## src/rtl/barrel_pkg.sv

```systemverilog
// Shared frame geometry, bus widths and pipeline tag types for the barrel pixel fetch path.
package barrel_pkg;
  localparam int H_ACTIVE_DFLT = 1080;
  localparam int V_ACTIVE_DFLT = 960;
  localparam int ADDR_W        = 20;
  localparam int PIX_W         = 12;
  localparam int COORD_W       = 12;

  typedef struct packed {
    logic               vld;
    logic               oob;
    logic [ADDR_W-1:0]  row_base;
    logic [COORD_W-1:0] x;
  } stage_a_t;
endpackage

```

## src/rtl/barrel_pixel_fetch_if.sv

```systemverilog
// Output pixel stream (AXI-stream style valid/ready with start-of-frame and end-of-line marks).
interface barrel_pixel_fetch_if;
  import barrel_pkg::*;

  logic [PIX_W-1:0] m_tdata;
  logic             m_tvalid;
  logic             m_tready;
  logic             m_tuser;
  logic             m_tlast;

  modport master (output m_tdata, m_tvalid, m_tuser, m_tlast, input m_tready);
  modport slave  (input m_tdata, m_tvalid, m_tuser, m_tlast, output m_tready);
endinterface

```

## src/rtl/sync_fifo_fwft.sv

```systemverilog
// First-word-fall-through FIFO: head visible on rd_dat while rd_vld; write and pop may share an edge.
// Writes into a full FIFO are only taken when the same edge pops.
module sync_fifo_fwft #(
  parameter int WIDTH = 12,
  parameter int DEPTH = 16
) (
  input  logic                       clk,
  input  logic                       reset,
  input  logic                       wr_en,
  input  logic [WIDTH-1:0]           wr_dat,
  input  logic                       rd_en,
  output logic [WIDTH-1:0]           rd_dat,
  output logic                       rd_vld,
  output logic [$clog2(DEPTH+1)-1:0] count
);
  localparam int CNT_W = $clog2(DEPTH + 1);
  localparam int PTR_W = (DEPTH > 1) ? $clog2(DEPTH) : 1;

  logic [WIDTH-1:0] mem [DEPTH];
  logic [PTR_W-1:0] wr_ptr;
  logic [PTR_W-1:0] rd_ptr;
  logic             do_wr;
  logic             do_rd;

  assign rd_vld = (count != '0);
  assign rd_dat = mem[rd_ptr];
  assign do_rd  = rd_en && rd_vld;
  assign do_wr  = wr_en && ((count != CNT_W'(DEPTH)) || do_rd);

  always_ff @(posedge clk) begin
    if (do_wr) mem[wr_ptr] <= wr_dat;
  end

  always_ff @(posedge clk) begin
    if (reset) begin
      wr_ptr <= '0;
      rd_ptr <= '0;
      count  <= '0;
    end else begin
      if (do_wr) wr_ptr <= (wr_ptr == PTR_W'(DEPTH - 1)) ? '0 : wr_ptr + PTR_W'(1);
      if (do_rd) rd_ptr <= (rd_ptr == PTR_W'(DEPTH - 1)) ? '0 : rd_ptr + PTR_W'(1);
      if (do_wr && !do_rd)      count <= count + CNT_W'(1);
      else if (!do_wr && do_rd) count <= count - CNT_W'(1);
    end
  end
endmodule

```

## src/rtl/barrel_pixel_fetch.sv

```systemverilog
// Turns source (x,y) requests into frame-BRAM reads and streams pixels out in request order.
// Request to FIFO write is 2+MEM_LAT edges; mem_ready throttles upstream, overflowing requests are dropped.
module barrel_pixel_fetch
  import barrel_pkg::*;
#(
  parameter int H_ACTIVE   = H_ACTIVE_DFLT,
  parameter int V_ACTIVE   = V_ACTIVE_DFLT,
  parameter int MEM_LAT    = 2,
  parameter int FIFO_DEPTH = 16
) (
  input  logic                 clk,
  input  logic                 reset,
  input  logic [COORD_W-1:0]   xIn,
  input  logic [COORD_W-1:0]   yIn,
  input  logic                 addr_vld,
  output logic                 mem_ready,
  output logic [ADDR_W-1:0]    bram_addr,
  output logic                 bram_en,
  input  logic [PIX_W-1:0]     bram_dout,
  barrel_pixel_fetch_if.master m_axis,
  output logic                 err_overflow
);
  localparam int CNT_W = $clog2(FIFO_DEPTH + 1);
  localparam int TOT_W = CNT_W + 1;

  stage_a_t           sa;
  logic               vld_b;
  logic               oob_b;
  logic [ADDR_W-1:0]  addr_b;
  logic [MEM_LAT-1:0] dl_vld;
  logic [MEM_LAT-1:0] dl_oob;
  logic [CNT_W-1:0]   inflight;
  logic [CNT_W-1:0]   fifo_count;
  logic [TOT_W-1:0]   total;
  logic               accept;
  logic               fifo_wr;
  logic               fifo_rd;
  logic               fifo_vld;
  logic               out_vld;
  logic               err_q;
  logic [PIX_W-1:0]   fifo_wdat;
  logic [PIX_W-1:0]   fifo_rdat;
  logic [COORD_W-1:0] col;
  logic [COORD_W-1:0] row;

  // Everything accepted but not yet popped occupies a FIFO slot, so the FIFO can never overflow.
  assign total     = TOT_W'(fifo_count) + TOT_W'(inflight);
  assign accept    = addr_vld && (total != TOT_W'(FIFO_DEPTH));
  assign mem_ready = !reset && (total <= TOT_W'(FIFO_DEPTH - 2));

  always_ff @(posedge clk) begin
    if (reset) begin
      sa <= '0;
    end else begin
      sa.vld      <= accept;
      sa.oob      <= (xIn >= COORD_W'(H_ACTIVE)) || (yIn >= COORD_W'(V_ACTIVE));
      sa.row_base <= ADDR_W'(yIn * H_ACTIVE);
      sa.x        <= xIn;
    end
  end

  always_ff @(posedge clk) begin
    if (reset) begin
      vld_b  <= 1'b0;
      oob_b  <= 1'b0;
      addr_b <= '0;
    end else begin
      vld_b <= sa.vld;
      oob_b <= sa.oob;
      if (sa.vld && !sa.oob) addr_b <= sa.row_base + ADDR_W'(sa.x);
    end
  end

  assign bram_en   = vld_b && !oob_b && !reset;
  assign bram_addr = reset ? '0 : addr_b;

  // Tags ride alongside the BRAM read so returning data lines up with its request.
  always_ff @(posedge clk) begin
    if (reset) begin
      dl_vld <= '0;
      dl_oob <= '0;
    end else begin
      dl_vld[0] <= vld_b;
      dl_oob[0] <= oob_b;
      for (int i = 1; i < MEM_LAT; i++) begin
        dl_vld[i] <= dl_vld[i-1];
        dl_oob[i] <= dl_oob[i-1];
      end
    end
  end

  assign fifo_wr   = dl_vld[MEM_LAT-1];
  assign fifo_wdat = dl_oob[MEM_LAT-1] ? '0 : bram_dout;

  always_ff @(posedge clk) begin
    if (reset) begin
      inflight <= '0;
      err_q    <= 1'b0;
    end else begin
      if (accept && !fifo_wr)      inflight <= inflight + CNT_W'(1);
      else if (!accept && fifo_wr) inflight <= inflight - CNT_W'(1);
      if (addr_vld && !accept) err_q <= 1'b1;
    end
  end

  assign err_overflow = err_q && !reset;

  sync_fifo_fwft #(
    .WIDTH (PIX_W),
    .DEPTH (FIFO_DEPTH)
  ) u_fifo (
    .clk    (clk),
    .reset  (reset),
    .wr_en  (fifo_wr),
    .wr_dat (fifo_wdat),
    .rd_en  (fifo_rd),
    .rd_dat (fifo_rdat),
    .rd_vld (fifo_vld),
    .count  (fifo_count)
  );

  assign out_vld         = fifo_vld && !reset;
  assign fifo_rd         = out_vld && m_axis.m_tready;
  assign m_axis.m_tvalid = out_vld;
  assign m_axis.m_tdata  = out_vld ? fifo_rdat : '0;
  assign m_axis.m_tuser  = out_vld && (col == '0) && (row == '0);
  assign m_axis.m_tlast  = out_vld && (col == COORD_W'(H_ACTIVE - 1));

  always_ff @(posedge clk) begin
    if (reset) begin
      col <= '0;
      row <= '0;
    end else if (fifo_rd) begin
      if (col == COORD_W'(H_ACTIVE - 1)) begin
        col <= '0;
        row <= (row == COORD_W'(V_ACTIVE - 1)) ? '0 : row + COORD_W'(1);
      end else begin
        col <= col + COORD_W'(1);
      end
    end
  end
endmodule
```

## src/flat_wrapper.sv

```systemverilog
// flat-port wrapper written by rule: the top's interface ports become plain ports
module barrel_pixel_fetch_flat import barrel_pkg::*;
#(
  parameter int H_ACTIVE   = H_ACTIVE_DFLT,
  parameter int V_ACTIVE   = V_ACTIVE_DFLT,
  parameter int MEM_LAT    = 2,
  parameter int FIFO_DEPTH = 16
)
  (clk, reset, xIn, yIn, addr_vld, mem_ready, bram_addr, bram_en, bram_dout, err_overflow, m_axis_m_tdata, m_axis_m_tvalid, m_axis_m_tuser, m_axis_m_tlast, m_axis_m_tready);
  barrel_pixel_fetch_if m_axis_i ();
  input  logic clk;
  input  logic reset;
  input  logic [COORD_W-1:0] xIn;
  input  logic [COORD_W-1:0] yIn;
  input  logic addr_vld;
  output logic mem_ready;
  output logic [ADDR_W-1:0] bram_addr;
  output logic bram_en;
  input  logic [PIX_W-1:0] bram_dout;
  output logic err_overflow;
  output wire logic [$bits(m_axis_i.m_tdata)-1:0] m_axis_m_tdata;
  output wire logic [$bits(m_axis_i.m_tvalid)-1:0] m_axis_m_tvalid;
  output wire logic [$bits(m_axis_i.m_tuser)-1:0] m_axis_m_tuser;
  output wire logic [$bits(m_axis_i.m_tlast)-1:0] m_axis_m_tlast;
  input wire logic [$bits(m_axis_i.m_tready)-1:0] m_axis_m_tready;
  assign m_axis_m_tdata = m_axis_i.m_tdata;
  assign m_axis_m_tvalid = m_axis_i.m_tvalid;
  assign m_axis_m_tuser = m_axis_i.m_tuser;
  assign m_axis_m_tlast = m_axis_i.m_tlast;
  assign m_axis_i.m_tready = m_axis_m_tready;
  barrel_pixel_fetch #(.H_ACTIVE(H_ACTIVE), .V_ACTIVE(V_ACTIVE), .MEM_LAT(MEM_LAT), .FIFO_DEPTH(FIFO_DEPTH)) u_core (.clk(clk), .reset(reset), .xIn(xIn), .yIn(yIn), .addr_vld(addr_vld), .mem_ready(mem_ready), .bram_addr(bram_addr), .bram_en(bram_en), .bram_dout(bram_dout), .m_axis(m_axis_i), .err_overflow(err_overflow));
endmodule
```

## config.mk

```make
export PLATFORM = sky130hd
export DESIGN_NAME = barrel_pixel_fetch_flat
export DESIGN_NICKNAME = d
export VERILOG_FILES = /design/src/rtl/barrel_pkg.sv /design/src/rtl/barrel_pixel_fetch_if.sv /design/src/rtl/sync_fifo_fwft.sv /design/src/rtl/barrel_pixel_fetch.sv /design/src/flat_wrapper.sv
export SDC_FILE = /design/constraint.sdc
export NUM_CORES = 1
export LEC_CHECK = 0
export CORE_ASPECT_RATIO = 1.5
export CORE_MARGIN = 2
export CORE_UTILIZATION = 30
export CTS_CLUSTER_DIAMETER = 50
export DETAILED_ROUTE_END_ITERATION = 10
export PLACE_DENSITY = 0.5
export SYNTH_ARGS = -nofsm -noshare
export SYNTH_HDL_FRONTEND = slang
export SYNTH_SLANG_ARGS = --single-unit
```

## constraint.sdc

```tcl
create_clock -name clk -period 4 [get_ports clk]
set_input_delay 0.8 -clock clk [delete_from_list [all_inputs] [get_ports clk]]
set_output_delay 0.8 -clock clk [all_outputs]
set_load 0.02 [all_outputs]
```

After elaboration in Yosys (flattened, before gate mapping)
Memories as Yosys holds them, arrays and structs flattened. A register that Yosys moved wholly into a read port is not among the register bits.
Cells that the tools add are included.
{"block": "totals", "register_bits": 103, "latch_bits": 0, "ram_bits": 192, "rom_bits": 0, "input_bits": 40, "output_inout_bits": 38, "word_cells": 86, "n_memories": 1}
{"memory": "u_core.u_fifo.mem", "words": 16, "word_bits": 12, "rd": 1, "rd_clocked_by_memory_dff": 1, "write_ports": 1, "line_no": "sync_fifo_fwft.sv:19", "text": "logic [WIDTH-1:0] mem [DEPTH];"}
{"block": "op_classes", "addsub": 10, "multipliers": 1, "div": 0, "magnitude_cmp": 3, "n_eq_ne": 6, "n_shift": 0, "n_mux": 15, "n_bitwise": 0, "reduce_logical": 33}
{"op": "2-to-1 mux 12 bit", "n": 4}
{"op": "adder 12 x 1 -> 12 bit (second input constant)", "n": 2}
{"op": "logical NOT 12 bit", "n": 2}
{"op": "adder 20 x 12 -> 20 bit", "n": 1}
{"op": "2-to-1 mux 20 bit", "n": 1}
{"op": "2-to-1 mux 5 bit", "n": 4}
{"op": "logical AND 1 bit", "n": 18}
{"op": "multiplier 12 x 8 -> 17 bit (second input constant)", "n": 1}
{"op": "2-to-1 mux 4 bit", "n": 4}
{"op": "== test 12 x 10 -> 1 bit (second input constant)", "n": 1}
{"op": "== test 12 x 11 -> 1 bit (second input constant)", "n": 1}
{"op": "greater-or-equal comparator 12 x 10 -> 1 bit (second input constant)", "n": 1}
{"op": "greater-or-equal comparator 12 x 11 -> 1 bit (second input constant)", "n": 1}
{"op": "adder 5 x 1 -> 5 bit (second input constant)", "n": 2}
{"op": "subtractor 5 x 1 -> 5 bit (second input constant)", "n": 2}
{"op": "adder 4 x 1 -> 4 bit (second input constant)", "n": 2}
{"op": "== test 4 bit (second input constant)", "n": 2}
{"op": "logical NOT 1 bit", "n": 7}
{"op": "adder 5 x 5 -> 6 bit", "n": 1}
{"op": "<= comparator 6 x 4 -> 1 bit (second input constant)", "n": 1}
{"op": "!= test 6 x 5 -> 1 bit (second input constant)", "n": 1}
{"op": "!= test 5 bit (second input constant)", "n": 1}
{"op": "nonzero test 5 bit", "n": 1}
{"op": "nonzero test 2 bit", "n": 2}
{"op": "other kinds (3)", "n": 5}

Logic depth before layout (Yosys ltp)
Gate-level depths: netlist of run 1.
{"block": "depth", "depth_word": 10, "ltp_mapped": 17, "ltp_nobuf": 17}

Hierarchy
From an unflattened synthesis of run 1, not the netlist that was laid out.
{"block": "hier_totals", "cells_unflattened": 1067, "hier_area_um2": 13920.9}
{"module": "sync_fifo_fwft", "n_inst": 1, "cells_each": 404, "area_each_um2": 8157.8, "seq_area_each_um2": 6105.9}
{"module": "barrel_pixel_fetch", "n_inst": 1, "cells_each": 663, "area_each_um2": 5763.0, "seq_area_each_um2": 1741.7}

Least setup slack after synthesis of run 1
Ideal clock, no wire load.
{"block": "synth_timing", "path_type": "in2reg", "from": "input port yIn[2]", "to": "register u_core.sa[30] in the netlist's numbering", "setup_time_ns": 0.123, "arrival_ns": 3.847, "t_required_ns": 3.877, "path_slack_ns": 0.030, "path_stages": 14, "path_buffers": 0, "path_cell_list": "inv_1 -> ha_1 -> ha_1 -> inv_1 -> fa_1 -> inv_1 -> ha_1 -> fa_1 -> a211oi_1 -> o21ai_1 -> o31ai_2 -> o21ai_1 -> o31ai_1 -> mux2_1"}
{"block": "synth_via", "elab_chain_cells": 1}
{"item": "start: declaration", "line_no": "flat_wrapper.sv:14", "text": "input logic [COORD_W-1:0] yIn;"}
{"item": "multiplier 12 x 8 -> 17 bit", "line_no": "barrel_pixel_fetch.sv:57", "text": "sa.row_base <= ADDR_W'(yIn * H_ACTIVE);"}
{"item": "end: declaration", "line_no": "barrel_pixel_fetch.sv:26", "text": "stage_a_t sa;"}
Every way passes these cells.
A chain may end at the register's enable or synchronous reset.

Worst setup path in the final report of run 1
{"block": "layout_timing", "from": "input port yIn[8]", "to": "register u_core.sa[30] in the netlist's numbering"}
Same word-level chain as after synthesis.

==> results of run 1 <==
## power groups by stage
stage | Sequential [mW] | Clock [mW] | Combinational, mW
2_1_floorplan | 3.56 | 0 | 1.61
3_3_place_gp | 3.62 | 0 | 2.39
3_5_place_dp | 3.63 | 0 | 2.41
4_1_cts | 3.54 | 3.05 | 2.45
5_1_grt | 3.56 | 3.17 | 2.68
6_report | 3.54 | 2.96 | 2.40
## metrics by stage
stage	util, %	hold WS [ns]	setup TNS, ns	cell area, µm²	instances
2_1_floorplan	-	0.414	0	13900	1054
3_3_place_gp	34.6	0.422	-2.38	15800	1752
3_5_place_dp	34.6	0.431	-2.49	15800	1752
4_1_cts	37.0	0.440	0	16900	1812
5_1_grt	37.1	0.450	0	17000	1812
6_report	37.1	0.433	0	17000	1812
## synth_stat cells (8+ instances only)
cell type,n,area [µm²]
and3_1,9,56.3
xor2_1,23,201
nand2b_1,13,81.3
buf_1,8,30.0
nand2_1,62,233
dfxtp_1,104,2080
mux4_2,60,1350
o21ai_0,17,85.1
fa_1,20,400
nor2_1,67,251
o31ai_1,8,60.1
a21oi_1,45,225
clkbuf_1,20,75.1
inv_1,78,293
a21o_1,12,90.1
ha_1,78,976
or3_1,8,50.1
o21ai_1,25,125
xnor2_1,21,184
nor3_1,14,70.1
edfxtp_1,192,5770
nor2b_1,74,463
nand3_1,13,65.1
## repair_timing
action | 4_1_cts | 5_1_grt
setup endpoints to repair | 5 | 2
resized for setup | 3 | 12
pin swaps | 0 | 7
cloned | 0 | 0
setup buffers | 3 | 0
endpoints found under the hold margin | 0 | 0
## registers in the layout, summed over array words and instances (netlist names), named ones only
| register | flops |
|---|---|
| u_core.u_fifo.mem | 192 |
| u_core.sa | 31 |
| u_core.addr_b | 20 |
| u_core.col | 12 |
| u_core.row | 12 |
| u_core.inflight | 5 |
| u_core.u_fifo.count | 5 |
| u_core.u_fifo.rd_ptr | 4 |
| u_core.u_fifo.wr_ptr | 4 |
| u_core.dl_oob | 2 |
| u_core.dl_vld | 2 |
| u_core.err_q | 1 |
| u_core.oob_b | 1 |
| u_core.vld_b | 1 |
## layer usage
metal  share of wire (%)  wire, µm
met5               0.040        13
met4                 1.8       598
met3                 3.9      1270
met2                  56     18000
met1                  38     12400
## worst max path at each step
stage,end,slack [ns],cells past startpoint
6_report,u_core.sa[30],0.23,14
5_1_grt,u_core.sa[30],0.07,14
4_1_cts,u_core.sa[30],0.02,15
3_5_place_dp,u_core.sa[30],-0.60,15
3_3_place_gp,u_core.sa[30],-0.59,15
2_1_floorplan,u_core.sa[30],0.03,14
## cell type report
class | count | area share, %
Timing Repair Buffer | 149 | 8.07
Sequential cell | 296 | 46.3
Multi-Input combinational cell | 641 | 33.3
Clock buffer | 33 | 4.67
Inverter | 81 | 1.79
Clock inverter | 24 | 1.58
Tap cell | 588 | 4.33
## logic make-up after synthesis
family / count (synthesis) / synth area share (%)
flip-flops: 296 / 56.4
AND/OR/NAND/NOR: 289 / 10.9
AO/OA/AOI/OAI: 146 / 6.57
buffers and inverters: 117 / 3.42
adder cells (fa/ha/maj): 98 / 9.89
multiplexers: 64 / 10.0
XOR/XNOR: 44 / 2.77
## worst register-to-register path: cells and delay by family, from the launching register on
kind / cells / cell delay [ns]
xor+xnor: 1 / 0.09
simple gates: 3 / 0.62
fa+ha+maj: 4 / 1.08
flops: 1 / 0.39
compound gates: 6 / 1.17
buf+inv: 2 / 0.20
==> reports/metrics.csv, run 1 <==
stage;metric;value;unit
status;run_status;completed;
sta;min_period;3.77;ns
critical_path;cp-end-kind;flop;
clock_network;insertion_delay;0.57;ns
sta;grt_setup_unrepaired;no;
critical_path;r2r-start;u_core.inflight[0];
global_route;overflow;0;
critical_path;worst_setup_path_start_kind;input port;
power;power_density;525;mW/mm²
global_route;globalRouteTotalUtil;13.4;%
floorplanning;pin_count;78;
floorplanning;start_util;30.4;%
power;power.switching;2.60;mW
sta;clock.fmax;0.265;GHz
synthesis;synthArstFlopShare;0;%
detailed_routing;wl_per_cell;17.9;µm
clock_network;cts_made_buffers;31;
critical_path;path_delay_family;adder cells;
floorplanning;die-height;268;µm
power;power.internal;6.30;mW
floorplanning;rows;96;
layout;fillCellCount;4442;
placement;finalWeightedCongestion;0.735;
synthesis;synth.distinct_cells;65;
critical_path;slowest_stage;fa_1;
global_route;grt-busiest-layer;met2;
global_route;globalRouteMet1Util;14.6;%
clock_network;cts.sinks;296;
synthesis;yosysWarnings;0;
layout;nets;1338;
worst_hold_path;whs_path_depth;2;
power;swShare;29.2;%
power;pwr-share-comb;27.0;%
synthesis;synth-seq-area-share;56.4;%
power;p_leak;6.25;nW
critical_path;ff2ff_setup_slack;0.38;ns
worst_hold_path;hold_class;flop to flop;
synthesis;ys_ff_latch;296;
sta;setup_ws;0.227;ns
synthesis;synth_fp_nets;1192;
clock_network;cts_hold_buf;0;
global_route;grt_use_met2;26.7;%
placement;dpl_worst_slack;-0.604;ns
global_route;antenna_found_initial;1;
power;seqPwrFrac;39.8;%
clock_network;cts.path.max_buffers;3;
layout;drive_above_1_share;17.2;%
synthesis;synth_edf_count;192;
detailed_routing;viasPerCell;4.68;
synthesis;syn_inst;1054;
sta;min_period_over_period;94.3;%
layout;seq_area;0.00785;mm²
worst_hold_path;holdPathEnd;u_core.addr_b[2];
power;clock_power_share;33.2;%
run;drv_cap;0;
floorplanning;core;0.0458;mm²
synthesis;synth_area;0.0139;mm²
synthesis;avgSynthCellArea;13.2;µm²
sta;setup_viol;0;
detailed_routing;dr_total_vias;8474;
layout;layout_common_cells;edfxtp_1 (192), dfxtp_1 (101), inv_1 (78);
global_route;grt_pass1_vias;8714;
layout;syn_to_final_growth;22.0;%
sta;maxSlewHeadroom;26.2;%
clock_network;htreeDepth;1;
critical_path;cp_num_buf_inv;4;
worst_hold_path;hp-start;u_core.sa[2];
synthesis;synthFlopType;edfxtp_1;
critical_path;path_max_fanout;4;
sta;hold_viol_final;0;
critical_path;cp.required;4.43;ns
detailed_routing;drtAntennaViolNets;0;
layout;multi_input_area;0.00565;mm²
critical_path;crit_type;input port to flop;
detailed_routing;drt_iter0_drc;413;
clock_network;cts_tree;yes;
critical_path;arrival;4.20;ns
layout;diodes;0;
power;total_power;8.90;mW
floorplanning;die_area;0.0482;mm²
placement;place_hpwl;22300;µm
critical_path;crit_chain;clkdlybuf4s50_1, buf_4, ha_1, fa_1, inv_1, fa_1, inv_1, ha_1, o21ai_0, nand2b_1, o31ai_2, o21ai_1, o31ai_1, mux2_1;
sta;drv_slew;0;
placement;port_buffers;77;
detailed_routing;drt_first_pass_iters;6;
critical_path;startpoint;yIn[8];
clock_network;clock-root-buffer;clkbuf_16;
global_route;grt_max_degree;68;
layout;final_common_cell;edfxtp_1;
critical_path;r2r_end;u_core.inflight[4];
detailed_routing;drc;0;
detailed_routing;wl;32400;µm
global_route;use_met3;2.17;%
clock_network;clk_pin_slew;0.06;ns
critical_path;rr_worst_depth;16;
global_route;grt_first_pass_wirelength;49900;µm
power;vdd.ir_drop.worst;0.281;mV
floorplanning;die_w;180;µm
sta;clock-skew-final;0.0259;ns
sta;tightestPinTransition;1.10;ns
critical_path;cpPeakStageDelay;0.52;ns
Note: power is estimated with default switching activity, not from simulation.
==> inputs of run 2 (changes only) <==
- CORE_MARGIN: 2 -> not set
==> reports/metrics.csv, run 2 (same netlist as run 1, synthesis figures left out) <==
stage;metric;value;unit;change
power;power.internal;6.40;mW;+1.6%
layout;fillCellCount;4395;;-1.1%
floorplanning;die_w;178;µm;-1.1%
critical_path;crit_chain;clkdlybuf4s50_1, buf_4, ha_1, ha_1, inv_1, fa_1, inv_1, ha_1, o211ai_1, o21ai_2, o31ai_2, o21ai_1, o31ai_1, mux2_1;;
global_route;globalRouteTotalUtil;14.0;%;+0.58 points
worst_hold_path;hold_class;flop to flop;;
critical_path;cp-end-kind;flop;;
critical_path;cpPeakStageDelay;0.52;ns;about the same
placement;finalWeightedCongestion;0.738;;+0.35%
critical_path;crit_type;input port to flop;;
clock_network;cts.path.max_buffers;3;;unchanged
detailed_routing;drt_iter0_drc;508;;+23%
clock_network;clock-root-buffer;clkbuf_16;;
status;run_status;completed;;
placement;post-place-cells;1753;;+0.057%
sta;tightestPinTransition;1.08;ns;-0.0293 ns
floorplanning;core;0.0458;mm²;unchanged
floorplanning;start_util;30.4;%;unchanged
placement;place_hpwl;22000;µm;-1.3%
global_route;overflow;0;;unchanged
power;p_leak;6.28;nW;+0.45%
sta;clock-skew-final;0.0282;ns;+0.00225 ns
sta;min_period_over_period;93.9;%;-0.45 points
floorplanning;rows;96;;unchanged
global_route;antenna_found_initial;1;;unchanged
power;pwr-share-comb;27.0;%;about the same
global_route;grt_first_pass_wirelength;49600;µm;-0.47%
power;swShare;28.8;%;-0.39 points
sta;maxSlewHeadroom;28.3;%;+2.1 points
power;seqPwrFrac;39.3;%;-0.5 points
clock_network;cts_tree;yes;;
detailed_routing;drtAntennaViolNets;0;;unchanged
layout;top_regs;u_core.u_fifo.mem x192, u_core.sa x31, u_core.addr_b x20;;
critical_path;worst_setup_path_start_kind;input port;;
clock_network;cts_made_buffers;34;;+9.7%
power;power_density;529;mW/mm²;+0.80%
critical_path;slowest_stage;fa_1;;
floorplanning;die_area;0.0473;mm²;-1.9%
layout;seq_area;0.00785;mm²;about the same
clock_network;cts.sinks;296;;unchanged
critical_path;path_max_fanout;3;;-1
floorplanning;die-height;266;µm;-0.75%
sta;grt_setup_unrepaired;no;;
worst_hold_path;holdPathEnd;u_core.dl_vld[1];;
sta;hold_viol_final;0;;unchanged
detailed_routing;drc;0;;unchanged
power;power.switching;2.59;mW;-0.31%
layout;final_common_cell;edfxtp_1;;
detailed_routing;wl;32200;µm;-0.60%
detailed_routing;viasPerCell;4.70;;+0.44%
layout;layout_common_cells;edfxtp_1 (192), dfxtp_1 (102), inv_1 (78);;
critical_path;r2r_end;u_core.inflight[4];;
global_route;grt_max_degree;76;;+12%
global_route;grt_pass1_vias;8704;;-0.11%
sta;setup_tns;0;ns;unchanged
layout;instances_no_fill;1814;;+0.11%
layout;multi_input_area;0.00565;mm²;+0.11%
sta;setup_viol;0;;unchanged
critical_path;rr_worst_depth;16;;unchanged
power;vdd.ir_drop.worst;0.276;mV;-1.5%
layout;drive_above_1_share;16.6;%;-0.68 points
layout;nets;1340;;+0.15%
worst_hold_path;whs_path_depth;1;;-1
clock_network;htreeDepth;2;;+1
power;clock_power_share;33.6;%;+0.4 points
run;drv_cap;0;;unchanged
clock_network;clk_pin_slew;0.05;ns;about the same
sta;clock.fmax;0.266;GHz;+0.48%
critical_path;crit_top_cell;ha_1;;
layout;largest_register_ffs;192;;unchanged
floorplanning;pin_count;78;;unchanged
detailed_routing;drt_first_pass_iters;5;;-1
critical_path;cp.required;4.39;ns;-0.04 ns
layout;regMostFlops;u_core.u_fifo.mem;;
placement;port_buffers;77;;unchanged
critical_path;r2r-start;u_core.inflight[0];;
detailed_routing;wl_per_cell;17.7;µm;-0.71%
critical_path;arrival;4.14;ns;-0.06 ns
detailed_routing;dr_total_vias;8521;;+0.55%
critical_path;ff2ff_setup_slack;0.36;ns;-0.02 ns
sta;min_period;3.76;ns;-0.0179 ns
layout;diodes;0;;unchanged
worst_hold_path;hp-start;u_core.dl_vld[0];;
sta;drv_slew;0;;unchanged
clock_network;cts_hold_buf;0;;unchanged
layout;syn_to_final_growth;22.3;%;
clock_network;insertion_delay;0.52;ns;-0.05 ns
-- run 2: changes by cell type in the layout (fill, tap and decap cells not counted), sizes merged --
cell           change
buf                -1
clkinv             -4
bufinv             -2
inv                -3
clkinvlp           -1
clkbuf            +13
dlygate4sd2        -1
clkdlybuf4s50      -2
dlymetal6s2s       +3
-- run 2: how the worst max path moves through the flow --
stage	startpoint	end	slack [ns]
floorplan	yIn[2]	u_core.sa[30]	0.03
global placement	yIn[2]	u_core.sa[30]	-0.62
detailed placement	yIn[2]	u_core.sa[30]	-0.68
CTS	u_core.inflight[0]	mem_ready	0.008
global route	yIn[6]	u_core.sa[30]	0.007
finish	yIn[6]	u_core.sa[30]	0.24
-- run 2: worst max-delay path: cells and delay by family --
kind,cells,cell delay [ns]
adder cells (fa/ha/maj),4,1.36
AO/OA/AOI/OAI,5,0.96
buffers and inverters,4,0.67
multiplexers,1,0.34
-- run 2: metrics by stage --
step	utilization (%)	hold WS [ns]	setup slack, ns	total power, mW	instance area, µm²
2_1_floorplan	-	0.414	0.0297	5.17	13900
3_3_place_gp	34.6	0.419	-0.618	6.05	15800
3_5_place_dp	34.6	0.428	-0.680	6.06	15800
4_1_cts	37.1	0.440	0.00833	9.14	17000
5_1_grt	37.2	0.454	0.00719	9.52	17000
6_report	37.2	0.435	0.245	9.00	17000
-- run 2: area by class of cell --
cell class	instances	area share (%)
Timing Repair Buffer	148	8.06
Tap cell	588	4.32
Sequential cell	296	46.2
Clock buffer	46	5.57
Clock inverter	14	0.875
Inverter	81	1.79
Multi-Input combinational cell	641	33.2
-- run 2: repair_timing --
action / in CTS / in global routing
buffers inserted: 0 / 1
pin swaps: 0 / 10
resized for setup: 4 / 12
setup endpoints to repair: 2 / 4
-- run 2: power by group through the flow --
| stage | Sequential [mW] | Combinational (mW) | Clock [mW] |
|---|---|---|---|
| 2_1_floorplan | 3.56 | 1.61 | 0 |
| 3_5_place_dp | 3.61 | 2.45 | 0 |
| 6_report | 3.54 | 2.43 | 3.03 |
| 3_3_place_gp | 3.61 | 2.44 | 0 |
| 4_1_cts | 3.54 | 2.47 | 3.12 |
| 5_1_grt | 3.56 | 2.72 | 3.24 |
-- run 2: metal layers --
layer  vias up  wire length (µm)  track usage, %
li1       4122                 -               -
met1      4167             12100            15.1
met2       168             17800            26.9
met3        62              1270            2.41
met4         2               900            4.53
met5         -                13               0
